**src/rtl/reg_share_pkg.sv**
```systemverilog
// Shared types and default sizing for the register-sharing arbiter.
package reg_share_pkg;

  localparam int unsigned N_REQ_DEFAULT = 4;
  localparam int unsigned DW_DEFAULT    = 8;
  localparam int unsigned CNT_W_DEFAULT = 16;

  typedef enum logic [1:0] {
    StIdle,
    StWrite,
    StCheck
  } state_e;

endpackage

```
**src/rtl/rr_pick.sv**
```systemverilog
// Rotate-priority picker: first set request at or after ptr_i, wrapping.
module rr_pick #(
  parameter int unsigned N  = 4,
  parameter int unsigned IW = $clog2(N)
) (
  input  logic [N-1:0]  req_i,
  input  logic [IW-1:0] ptr_i,
  output logic          valid_o,
  output logic [IW-1:0] idx_o
);

  // One extra bit so ptr + offset never overflows before the modulo fold.
  logic [IW:0] cand;

  always_comb begin
    valid_o = 1'b0;
    idx_o   = '0;
    cand    = '0;
    for (int unsigned k = 0; k < N; k++) begin
      cand = {1'b0, ptr_i} + (IW+1)'(k);
      if (cand >= (IW+1)'(N)) begin
        cand = cand - (IW+1)'(N);
      end
      if (!valid_o && req_i[cand[IW-1:0]]) begin
        valid_o = 1'b1;
        idx_o   = cand[IW-1:0];
      end
    end
  end

endmodule

```
**src/rtl/reg_share_arbiter.sv**
```systemverilog
// Round-robin arbiter serialising writes to one shared enable-gated register,
// with read-back check of every write.
module reg_share_arbiter
  import reg_share_pkg::*;
#(
  parameter int unsigned N_REQ = N_REQ_DEFAULT,
  parameter int unsigned DW    = DW_DEFAULT,
  parameter int unsigned CNT_W = CNT_W_DEFAULT
) (
  input  logic                     clk_i,
  input  logic                     rst_i,
  input  logic [N_REQ-1:0]         req_i,
  input  logic [N_REQ*DW-1:0]      wdata_i,
  output logic [N_REQ-1:0]         gnt_o,
  output logic [N_REQ-1:0]         ack_o,
  output logic                     reg_en_o,
  output logic [DW-1:0]            reg_d_o,
  input  logic [DW-1:0]            reg_q_i,
  input  logic                     reg_zero_i,
  output logic [DW-1:0]            rd_data_o,
  output logic                     rd_zero_o,
  output logic                     err_o,
  output logic [$clog2(N_REQ)-1:0] owner_o,
  output logic [CNT_W-1:0]         wr_count_o
);

  localparam int unsigned IW = $clog2(N_REQ);

  state_e         state_q, state_d;
  logic [IW-1:0]  ptr_q, ptr_d;
  logic [IW-1:0]  sel_q, sel_d;
  logic [DW-1:0]  wbuf_q, wbuf_d;
  logic [DW-1:0]  rd_data_q, rd_data_d;
  logic           rd_zero_q, rd_zero_d;
  logic [IW-1:0]  owner_q, owner_d;
  logic [CNT_W-1:0] cnt_q, cnt_d;

  logic          pick_valid;
  logic [IW-1:0] pick_idx;

  rr_pick #(
    .N  (N_REQ),
    .IW (IW)
  ) u_rr_pick (
    .req_i   (req_i),
    .ptr_i   (ptr_q),
    .valid_o (pick_valid),
    .idx_o   (pick_idx)
  );

  always_comb begin
    state_d   = state_q;
    ptr_d     = ptr_q;
    sel_d     = sel_q;
    wbuf_d    = wbuf_q;
    rd_data_d = rd_data_q;
    rd_zero_d = rd_zero_q;
    owner_d   = owner_q;
    cnt_d     = cnt_q;
    unique case (state_q)
      StIdle: begin
        if (pick_valid) begin
          sel_d   = pick_idx;
          state_d = StWrite;
          for (int unsigned i = 0; i < N_REQ; i++) begin
            if (pick_idx == IW'(i)) begin
              wbuf_d = wdata_i[i*DW +: DW];
            end
          end
        end
      end
      StWrite: state_d = StCheck;
      StCheck: begin
        rd_data_d = reg_q_i;
        rd_zero_d = reg_zero_i;
        owner_d   = sel_q;
        ptr_d     = (sel_q == IW'(N_REQ - 1)) ? '0 : sel_q + IW'(1);
        cnt_d     = (&cnt_q) ? cnt_q : cnt_q + CNT_W'(1);
        state_d   = StIdle;
      end
      default: state_d = StIdle;
    endcase
  end

  // Strobes come only from registered state so requesters see no comb path.
  always_comb begin
    gnt_o    = '0;
    ack_o    = '0;
    reg_en_o = 1'b0;
    reg_d_o  = '0;
    err_o    = 1'b0;
    if (state_q == StWrite) begin
      gnt_o    = N_REQ'(1) << sel_q;
      reg_en_o = 1'b1;
      reg_d_o  = wbuf_q;
    end
    if (state_q == StCheck) begin
      ack_o = N_REQ'(1) << sel_q;
      err_o = (reg_q_i != wbuf_q);
    end
  end

  always_ff @(posedge clk_i) begin
    if (rst_i) begin
      state_q   <= StIdle;
      ptr_q     <= '0;
      sel_q     <= '0;
      wbuf_q    <= '0;
      rd_data_q <= '0;
      rd_zero_q <= 1'b0;
      owner_q   <= '0;
      cnt_q     <= '0;
    end else begin
      state_q   <= state_d;
      ptr_q     <= ptr_d;
      sel_q     <= sel_d;
      wbuf_q    <= wbuf_d;
      rd_data_q <= rd_data_d;
      rd_zero_q <= rd_zero_d;
      owner_q   <= owner_d;
      cnt_q     <= cnt_d;
    end
  end

  assign rd_data_o  = rd_data_q;
  assign rd_zero_o  = rd_zero_q;
  assign owner_o    = owner_q;
  assign wr_count_o = cnt_q;

endmodule
```
**config.mk**
```make
export PLATFORM = sky130hd
export DESIGN_NAME = reg_share_arbiter
export DESIGN_NICKNAME = d
export VERILOG_FILES = /design/src/rtl/reg_share_pkg.sv /design/src/rtl/rr_pick.sv /design/src/rtl/reg_share_arbiter.sv
export SDC_FILE = /design/constraint.sdc
export NUM_CORES = 1
export LEC_CHECK = 0
export ABC_AREA = 1
export BUFFER_PORTS_ARGS = -buffer_cell sky130_fd_sc_hd__clkbuf_2
export CORE_ASPECT_RATIO = 0.9
export CORE_MARGIN = 3
export CORE_UTILIZATION = 40
export CTS_CLUSTER_DIAMETER = 100
export DETAILED_ROUTE_END_ITERATION = 10
export GPL_ROUTABILITY_DRIVEN = 0
export HOLD_SLACK_MARGIN = 0.12
export PLACE_DENSITY = 0.66
export SLEW_MARGIN = 10
export SYNTH_ARGS = -nofsm -noshare
export SYNTH_HDL_FRONTEND = slang
export SYNTH_SLANG_ARGS = --single-unit
```
**constraint.sdc**
```tcl
create_clock -name clk_i -period 2.4 [get_ports clk_i]
set_input_delay 0.12 -clock clk_i [delete_from_list [all_inputs] [get_ports clk_i]]
set_output_delay 0.12 -clock clk_i [all_outputs]
set_load 0.1 [all_outputs]
```
Word level (Yosys, flattened, before mapping)
Index checks and enable logic that the tools add are counted.
{"block": "op_classes", "reduce_logical": 13, "mul": 0, "order_cmp": 8, "n_addsub": 9, "bitwise_logic": 1, "n_eq_ne": 8, "div": 0, "shift": 1, "n_mux": 32}
{"op": "two-way mux 8 bit", "n": 5}
{"op": "two-way mux 2 bit", "n": 10}
{"op": "adder 16 x 1 -> 16 bit, second input constant", "n": 1}
{"op": "AND reduction 16 bit", "n": 1}
{"op": "< comparator 2 x 3 -> 1 bit, second input constant", "n": 4}
{"op": "two-way mux 1 bit", "n": 10}
{"op": "greater-or-equal comparator 3 bit, second input constant", "n": 3}
{"op": "binary-select mux 1 bit (select 2 bit)", "n": 4}
{"op": "== test 2 bit, second input constant", "n": 4}
{"op": "two-way mux 4 bit", "n": 2}
{"op": "inequality test 8 bit", "n": 1}
{"op": "subtractor 2 x 1 -> 2 bit, second input constant", "n": 4}
{"op": "adder 2 x 2 -> 3 bit, second input constant", "n": 2}
{"op": "== test 2 x 1 -> 1 bit, second input constant", "n": 2}
{"op": "zero test 2 bit", "n": 2}
{"op": "case mux 2 bit (2 select lines)", "n": 1}
{"op": "AND reduction 2 bit", "n": 2}
{"op": "nonzero test 4 bit", "n": 1}
{"op": "<< shifter 1 x 2 -> 4 bit, first input constant", "n": 1}
{"op": "adder 2 x 1 -> 3 bit, second input constant", "n": 1}
{"op": "greater-or-equal comparator 2 x 3 -> 1 bit, second input constant", "n": 1}
{"op": "logical AND 1 bit", "n": 3}
{"op": "zero test 1 bit", "n": 3}
{"op": "AND reduction 3 bit", "n": 1}
{"op": "other kinds (3)", "n": 3}
{"block": "totals", "romBits": 0, "ramBits": 0, "wordCells": 80, "regBits": 41, "latch_bits": 0, "inputBits": 47, "out_inout_bits": 45, "mem_count": 0}

Longest topological paths before layout
Gate-level depths: netlist (run 1).
{"block": "depth", "ltp_word": 19, "depth_mapped": 16, "depth_no_buf": 16}

Hierarchy
Synthesis (run 1) repeated with hierarchy kept, for this count alone.
{"block": "unflattened", "hier_cells": 400, "area_unflattened_um2": 2631.3}
{"mod": "reg_share_arbiter", "instances": 1, "area_per_inst_um2": 2312.2, "cells_each": 341, "seq_area_each_um2": 820.8}
{"mod": "rr_pick", "instances": 1, "area_per_inst_um2": 319.1, "cells_each": 59, "seq_area_each_um2": 0.0}

Worst setup path before layout (run 1)
Ideal clock, no wire load.
{"block": "synth_path", "path_kind": "reg-to-output", "startpoint": "reg state_q[0]", "endpoint": "out gnt_o[0]", "path_buffers": 1, "arrival_ns": 3.421, "path_stages_with_launch": 6, "t_required_ns": 2.280, "setup_slack_ns": -1.141, "path_cell_list": "dfxtp_1 > inv_1 > nor2_1 > inv_1 > clkbuf_1 > nor2_1"}
{"block": "synth_between", "elab_chain_len": 2}
{"item": "start, declared", "line_no": "reg_share_arbiter.sv:29", "rtl": "state_e state_q, state_d;"}
{"item": "start signal, assigned", "line_no": "reg_share_arbiter.sv:105", "rtl": "state_q <= StIdle;"}
{"item": "start signal, assigned", "line_no": "reg_share_arbiter.sv:114", "rtl": "state_q <= state_d;"}
{"item": "== test 2 x 1 -> 1 bit", "line_no": "reg_share_arbiter.sv:92", "rtl": "if (state_q == StWrite) begin"}
{"item": "two-way mux 4 bit", "line_no": "reg_share_arbiter.sv:92"}
{"item": "end, declared", "line_no": "reg_share_arbiter.sv:14", "rtl": "output logic [N_REQ-1:0] gnt_o,"}
Every way passes these cells.

Worst setup path in the final report (run 1)
{"block": "layout_path", "startpoint": "reg state_q[0]", "endpoint": "out reg_d_o[7]"}
{"block": "layout_between", "elab_chain_len": 2}
{"item": "== test 2 x 1 -> 1 bit", "line_no": "reg_share_arbiter.sv:92"}
{"item": "two-way mux 8 bit", "line_no": "reg_share_arbiter.sv:92"}
{"item": "end, declared", "line_no": "reg_share_arbiter.sv:17", "rtl": "output logic [DW-1:0] reg_d_o,"}
Every way passes these cells.

==> impl_metrics.toml, run 1 <==
[layout]
syn2layout_area_growth_pct = 26.7
final_nets = 537
drive_above_1_share = 0.356
regArea_sq_um = 822
layout_commonest_cell = "clkbuf_2"
multi_input_area_sq_um = 1650
mostFrequentLayoutCells = "91 x clkbuf_2, 59 x nand2_1, 51 x inv_1"
fin_area_sq_um = 3440
finish.utilization = 0.542
antenna_cells = 0
n_fill_cell = 666
layout.cells.non_filler = 573

[global_route]
antenna_found_initial = 0
grt_use_total = 0.179
grt_pass1_wl_mm = 11.6
overflow = 0
grt_max_degree = 30
grt_pass1_vias = 2556

[clocking]
clkTransAtPathRegs_ns = 0.08
clk_latency_ns = 0.29
clock_path_buffers = 2
cts_buffers = 5
clkSinkCount = 41
root_buffer = "clkbuf_8"
h-tree-depth = 2
tritoncts = "built"
cts_resized = 0

[timing]
final-setup-viol-count = 0
skew_ns = 0.00527
worst_slew_pin_slew_ns = 0.804
tns_ns = 0
rsz0062_at_grt = "no"
maxSlewHeadroom = 0.463
period_share = 0.807
final_max_slew_viol_count = 0
fmax_mhz = 516
holdWs_ns = 0.127
finalHoldViolCount = 0
min_period_ns = 1.94

[critical_path]
crit_type = "reg -> out"
cp_slowest_cell = "clkbuf_2"
cp-end-kind = "primary output"
path_cells = "inv_1 -> nor2_4 -> inv_1 -> nor2_1 -> clkbuf_2"
worstPathArrival_ns = 1.82
start_kind = "flip-flop"
critPathMaxFanout = 13
cp.required_ns = 2.28
worst_path_most_repeated_cell = "inv_1"
slowest_delay_ns = 0.48

[pwr]
switching_power_mw = 1.21
power_frac_clock = 0.174
sw_frac_of_total = 0.485
internal-power_mw = 1.29
power_frac_seq = 0.328
peakVddDrop_v = 0.000447
power_density_nw_per_um2 = 728
p_leak_nw = 1.63
pwr-share-comb = 0.498

[logic_synthesis]
synth_edf_count = 0
synth_flop_cell = "dfxtp_1"
synth.yosys.seq_area_share = 0.302
netlist_instances = 388
synth_area_per_cell_sq_um = 7.00
synth.distinct_cells = 37
synth_warnings = 0
synth_nets = 440
synth_seq_cells = 41
syn-cell-area_sq_um = 2720
synthArstFlopShare = 0

[route]
viasPerCell = 4.90
drt_pre_antenna_iters = 6
ant_nets = 0
finalWirelength_mm = 6.94
wl_per_cell_um = 12.1
num_vias = 2808
drc = 0
drtIter0Drc = 94

[floorplanning]
io_pins = 92
start_util = 0.428
rows = 27
die_w_um = 92.9
die_area_sq_um = 7820
die_h_um = 84.2
coreArea_sq_um = 6350

[outcome]
status = "finished, final reports clean"

[min_path]
hp-class = "in -> reg"

[placement]
dpl.hpwl_mm = 5.47
dpl.cell_count = 559
numPortBuffers = 91
placed_area_sq_um = 3300

[job]
cap_violations = 0
-- sequential cells by signal, indices dropped and copies added (netlist names) --
signal / flops
state_q: 2
wr_count_o: 16
ptr_q: 2
owner_o: 2
sel_q: 2
wbuf_q: 8
rd_zero_o: 1
rd_data_o: 8
-- cells by family (layout without fill, tap and decap cells) --
kind of cell / after synthesis / in the layout / share of synthesized area
compound gates: 64 / 64 / 0.137
simple gates: 196 / 196 / 0.392
xor+xnor: 11 / 11 / 0.0355
buf+inv: 71 / 169 / 0.111
flops: 41 / 41 / 0.302
fa+ha+maj: 5 / 5 / 0.0230
-- critical path: cells and delay by family, from the launching register on --
kind / cells / cell delay (ns)
DFF: 1 / 0.33
buffers and inverters: 3 / 0.87
and+or+nand+nor: 2 / 0.32
-- metrics by stage --
step	power, mW	setup WS [ns]
final	2.51	0.462
after global routing	2.67	0.315
after CTS	2.53	0.439
after detailed placement	2.08	0.516
after global placement	2.07	0.545
after floorplan	1.88	-0.0336
-- cells in the mapped netlist (2+ instances only) --
library cell / n / share of area
a21oi_1: 23 / 0.042
a21oi_2: 8 / 0.026
buf_6: 3 / 0.012
clkbuf_1: 8 / 0.011
dfxtp_1: 41 / 0.30
ha_1: 5 / 0.023
inv_1: 51 / 0.070
inv_2: 5 / 0.0069
inv_6: 2 / 0.0064
nand2_1: 59 / 0.081
nand2_2: 16 / 0.037
nand2_4: 8 / 0.033
nand3_1: 21 / 0.039
nand3_2: 13 / 0.048
nand4_1: 3 / 0.0069
nor2_1: 53 / 0.073
nor2_8: 3 / 0.022
nor3_1: 11 / 0.020
nor4_1: 3 / 0.0069
o21ai_0: 20 / 0.037
o21ai_1: 7 / 0.013
xnor2_1: 2 / 0.0064
xor2_1: 9 / 0.029
-- power groups by stage --
stage               clock [mW]  sequential (mW)  combinational [mW]
global route             0.483            0.834                1.35
finish                   0.435            0.822                1.25
floorplan                    0            0.963               0.913
detailed placement           0            0.838                1.24
CTS                      0.449            0.823                1.26
global placement             0            0.837                1.23
-- area by class of cell --
cell class | instances | area share
multi-input combinational | 276 | 0.479
clock buffer | 8 | 0.0233
timing repair buffer | 101 | 0.158
sequential | 41 | 0.239
inverter | 60 | 0.0691
tap | 87 | 0.0316
-- repair_timing --
| item | 4_1_cts | 5_1_grt |
|---|---|---|
| setup buffers | 0 | 0 |
| endpoints found under the hold margin | 6 | 0 |
| endpoints found under the setup margin | 0 | 0 |
| hold buffers | 6 | 0 |
-- path summary, 6_finish.rpt --
path	cells past startpoint	end	from	slack, ns
worst max-delay path	5	reg_d_o[7]	state_q[0]	0.46
worst min-delay path	3	rd_data_o[7]	reg_q_i[7]	0.13
worst max register to register	13	wbuf_q[1]	ptr_q[0]	0.51
worst min register to register	2	rd_data_o[7]	rd_data_o[7]	0.49
-- metal layers --
metal,global-route usage,wire [um],vias to the layer above
met1,0.250,3220,1260
met3,0.0376,516,10
li1,-,-,1437
met2,0.283,3130,101
met4,0.0399,81,0
met5,0,0,-
Note: power is estimated with default switching activity, not from simulation.
==> run 2, diff against run 1 <==
- ABC_AREA: 1 -> 0
- PLACE_DENSITY: 0.66 -> 0.69
- clock period: 2.4 -> 2 ns (I/O delays scaled with it)
==> impl_metrics.toml, run 2 <==
[floorplanning]
coreArea_sq_um = 5040
rows = 24
start_util = 0.430
die_area_sq_um = 6350
die_w_um = 83.6
die_h_um = 75.9
io_pins = 92

[timing]
final-setup-viol-count = 0
holdWs_ns = 0.127
maxSlewHeadroom = 0.625
final_max_slew_viol_count = 0
worst_slew_pin_slew_ns = 0.559
finalHoldViolCount = 0
period_share = 0.923
fin_ws_ns = 0.154
rsz0062_at_grt = "no"
skew_ns = 0.00767
fmax_mhz = 542
min_period_ns = 1.85

[pwr]
power_density_nw_per_um2 = 631
peakVddDrop_v = 0.000538
p_leak_nw = 1.32

[logic_synthesis]
syn-cell-area_sq_um = 2170
post-synth-top-area-cell = "dfxtp_1"
synth.distinct_cells = 40
synth_nets = 309
synth_most_common_cell = "dfxtp_1"
synth_flop_cell = "dfxtp_1"
synth_seq_cells = 41
synth_warnings = 0
synth_area_per_cell_sq_um = 8.44
yosysTopAreaCellShare = 0.378
synth_edf_count = 0
netlist_instances = 257
synthArstFlopShare = 0
ys_top_cells_by_area = "dfxtp_1 38%, mux2i_1 8.3%, nand2_1 6.4%, xnor2_1 5.7%, and2_1 4.6%"
synth_common_cells = "41 x dfxtp_1, 37 x nand2_1, 23 x nor2_1"
synth.yosys.seq_area_share = 0.378

[route]
drc = 0
viasPerCell = 5.10
drtIter0Drc = 98
finalWirelength_mm = 5.91
num_vias = 2173
drt_pre_antenna_iters = 4
wl_per_cell_um = 13.9
ant_nets = 0

[job]
cap_violations = 0

[critical_path]
rr_worst_depth = 5
start_kind = "input port"
path_cells = "dlygate4sd3_1 -> clkbuf_2 -> xor2_1 -> nor4_1 -> a21oi_2 -> clkbuf_2"
cp-end-kind = "primary output"
worstPathArrival_ns = 1.75
cp_slowest_cell = "dlygate4sd3_1"
cp.required_ns = 1.90
critPathMaxFanout = 2
slowest_delay_ns = 0.54
crit_type = "in -> out"
worst_path_most_repeated_cell = "clkbuf_2"

[global_route]
antenna_found_initial = 0
grt_pass1_wl_mm = 9.52
grt_max_degree = 35
grt_pass1_vias = 1989
grt_use_total = 0.187
overflow = 0

[layout]
syn2layout_area_growth_pct = 45.9
layout_commonest_cell = "clkbuf_2"
largest_reg_flops = 16
drive_above_1_share = 0.382
mostFrequentLayoutCells = "75 x clkbuf_2, 37 x nand2_1, 25 x dfxtp_1"
final_nets = 412
antenna_cells = 0
n_fill_cell = 432

[clocking]
h-tree-depth = 2
cts_resized = 0
tritoncts = "built"
root_buffer = "clkbuf_8"
clk_latency_ns = 0.29
cts_buffers = 5
clkTransAtPathRegs_ns = 0.08
clkSinkCount = 41
clock_path_buffers = 2

[placement]
numPortBuffers = 91
dpl.hpwl_mm = 4.36
dp_slack_ns = 0.326

[outcome]
status = "finished, final reports clean"

[min_path]
min_path_cells = 3
hp-class = "in -> reg"
run 2: cell count changes after synthesis, sizes merged, moves of 4 or more:
cell,before,now
and2,0,16
mux2i,0,18
nor4,3,7
nand2,84,37
a21oi,31,17
nand3,34,4
o21ai,28,1
nor2b,0,5
nor2,57,24
xnor2,2,14
inv,59,8
o221ai,0,9
run 2: final timing paths:
path,startpoint,to,slack [ns]
min,wdata_i[11],wbuf_q[3],0.13
max,reg_q_i[4],err_o,0.15
max reg2reg,wr_count_o[10],wr_count_o[4],0.27
min reg2reg,rd_data_o[0],rd_data_o[0],0.46
run 2: stage by stage:
stage	cell area, sq um	utilization	instances	TNS [ns]	total power, mW
floorplan	2220	-	257	-0.0168	1.27
global placement	2930	0.582	404	0	1.43
detailed placement	2930	0.582	404	0	1.44
CTS	3170	0.627	426	0	2.01
global route	3170	0.627	426	0	2.08
finish	3170	0.627	426	0	2.00
run 2: final cells by class:
type | instances | area, sq um | area share
Multi-Input combinational cell | 193 | 1260 | 0.399
Sequential cell | 41 | 856 | 0.270
Timing Repair Buffer | 111 | 843 | 0.266
Clock buffer | 6 | 82.6 | 0.0261
Tap cell | 65 | 81.3 | 0.0257
Inverter | 8 | 30.0 | 0.00949
Clock inverter | 2 | 8.76 | 0.00277
run 2: logic make-up (layout without fill, tap and decap cells):
kind of cell / after synthesis / after routing / synth area share
compound gates: 36 / 36 / 0.111
xor+xnor: 22 / 22 / 0.0888
fa+ha+maj: 5 / 5 / 0.0288
buf+inv: 23 / 127 / 0.0456
flops: 41 / 41 / 0.378
mux: 18 / 18 / 0.0830
simple gates: 112 / 112 / 0.264
run 2: power breakdown:
| group | switching, mW | internal (mW) | leakage (nW) |
|---|---|---|---|
| registers | 0.0418 | 0.848 | 0.343 |
| logic | 0.352 | 0.200 | 0.929 |
| clock network | 0.282 | 0.274 | 0.0486 |
run 2: worst max-delay path, delay by kind of cell:
family / cells / cell delay, ns
AND/OR/NAND/NOR: 1 / 0.36
buffers and inverters: 3 / 1.05
XOR/XNOR: 1 / 0.14
AO/OA/AOI/OAI: 1 / 0.09
run 2: per-layer routing:
metal,part of all wire,up-vias,GRT usage
met3,0.061,11,0.0389
met4,0.019,0,0.0625
met2,0.47,89,0.312
met5,0,-,0
li1,-,1091,-
met1,0.45,982,0.245
run 2: repair_timing:
item | in CTS | in global routing
buffers inserted | 0 | 0
hold endpoints to repair | 12 | 0
hold buffers | 14 | 0
==> run 3, diff against run 2 <==
- clock period: 2 -> 1.9 ns (I/O delays scaled with it)
==> impl_metrics.toml, run 3 (synthesized netlist as in run 2, its figures left out) <==
[global_route]
grt_use_total = 0.208
grt_pass1_vias = 2168
antenna_found_initial = 0
overflow = 0
grt_max_degree = 23
grt_pass1_wl_mm = 10.4

[layout]
layout_commonest_cell = "clkbuf_2"
fin_area_sq_um = 3450
final_nets = 432
antenna_cells = 0
multi_input_area_sq_um = 1260
regArea_sq_um = 871
mostFrequentLayoutCells = "73 x clkbuf_2, 37 x nand2_1, 34 x dlygate4sd3_1"
finish.utilization = 0.685
drive_above_1_share = 0.362
largest_reg_flops = 16
layout.cells.non_filler = 446
syn2layout_area_growth_pct = 59.2
n_fill_cell = 405

[floorplanning]
rows = 24
coreArea_sq_um = 5040
die_h_um = 75.9
die_w_um = 83.6
io_pins = 92
start_util = 0.430
die_area_sq_um = 6350

[clocking]
cts_setup_buffers = 0
clock_path_buffers = 2
tritoncts = "built"
root_buffer = "clkbuf_8"
clkTransAtPathRegs_ns = 0.08
ctsHoldBuffers = 34
cts_resized = 0
h-tree-depth = 2
cts_buffers = 5
clk_latency_ns = 0.30
clkSinkCount = 41

[pwr]
switching_power_uw = 745
power_frac_seq = 0.410
p_leak_nw = 1.42
internal-power_mw = 1.52
power.total_mw = 2.27
power_frac_clock = 0.310
peakVddDrop_v = 0.000374
pwr-share-comb = 0.280
sw_frac_of_total = 0.329
power_density_nw_per_um2 = 656

[min_path]
min_to = "wbuf_q[2]"
hp-class = "in -> reg"
worstHoldStart = "wdata_i[26]"
min_path_cells = 3

[critical_path]
critPathMaxFanout = 2
cp.required_ns = 1.80
worstPathArrival_ns = 1.63
rrSetupSlack_ns = 0.26
rr_worst_depth = 4
crit_start = "reg_q_i[7]"
crit_type = "in -> out"
start_kind = "input port"
rr_startpoint = "ptr_q[0]"
cp-end-kind = "primary output"
worstReg2RegEnd = "wbuf_q[2]"

[route]
viasPerCell = 4.98
wl_per_cell_um = 14.6
drc = 0
finalWirelength_mm = 6.50
num_vias = 2220
ant_nets = 0
drtIter0Drc = 107
drt_pre_antenna_iters = 4

[placement]
numPortBuffers = 91
placed_area_sq_um = 3000
dpl.cell_count = 404
dpl.hpwl_mm = 4.36

[timing]
min_period_ns = 1.73
final_max_slew_viol_count = 0
holdWs_ns = 0.117
skew_ns = 0.0139
maxSlewHeadroom = 0.594
rsz0062_at_grt = "no"
fmax_mhz = 578
final-setup-viol-count = 0
finalHoldViolCount = 0
worst_slew_pin_slew_ns = 0.605
period_share = 0.910

[job]
cap_violations = 0

[outcome]
status = "finished, final reports clean"
-- run 3: changes by cell type in the layout (fill, tap and decap cells not counted), sizes merged --
cell         delta
buf             +2
bufinv          +1
clkbuf          -3
clkinv          -1
clkinvlp        +1
dlygate4sd3    +20
-- run 3: stage by stage --
step / TNS (ns) / worst slack, ns
floorplan: -0.112 / -0.112
global placement: 0 / 0.290
detailed placement: 0 / 0.294
CTS: 0 / 0.181
global route: 0 / 0.0868
finish: 0 / 0.171
-- run 3: worst max path at each step --
stage	endpoint	cells past startpoint
detailed placement	wr_count_o[5]	6
global route	err_o	6
CTS	err_o	6
floorplan	gnt_o[0]	3
global placement	wr_count_o[5]	6
finish	err_o	6
-- run 3: critical path, cell delays in order --
cell	delay (ns)
dlygate4sd3_1	0.54
clkbuf_2	0.13
xor2_1	0.17
nor4_1	0.36
a21oi_2	0.09
buf_4	0.24
-- run 3: layout make-up --
| type | instances | area share |
|---|---|---|
| repair buffers | 131 | 0.318 |
| inverters | 8 | 0.00869 |
| clock inverters | 3 | 0.0120 |
| well taps | 65 | 0.0235 |
| clock buffers | 5 | 0.0199 |
| flip-flops and latches | 41 | 0.252 |
| multi-input cells | 193 | 0.366 |
-- run 3: power groups by stage --
| stage | clock, mW | combinational (mW) | sequential (mW) |
|---|---|---|---|
| after CTS | 0.712 | 0.630 | 0.928 |
| after global routing | 0.741 | 0.675 | 0.935 |
| after global placement | 0 | 0.566 | 0.946 |
| final | 0.702 | 0.635 | 0.929 |
| after floorplan | 0 | 0.323 | 1.01 |
| after detailed placement | 0 | 0.574 | 0.948 |
-- run 3: metal layers --
metal | up-vias | global-route usage | share of wire
met4 | 0 | 0.118 | 0.041
met2 | 70 | 0.357 | 0.47
li1 | 1121 | - | -
met3 | 23 | 0.0454 | 0.048
met5 | - | 0 | 0
met1 | 1006 | 0.245 | 0.44
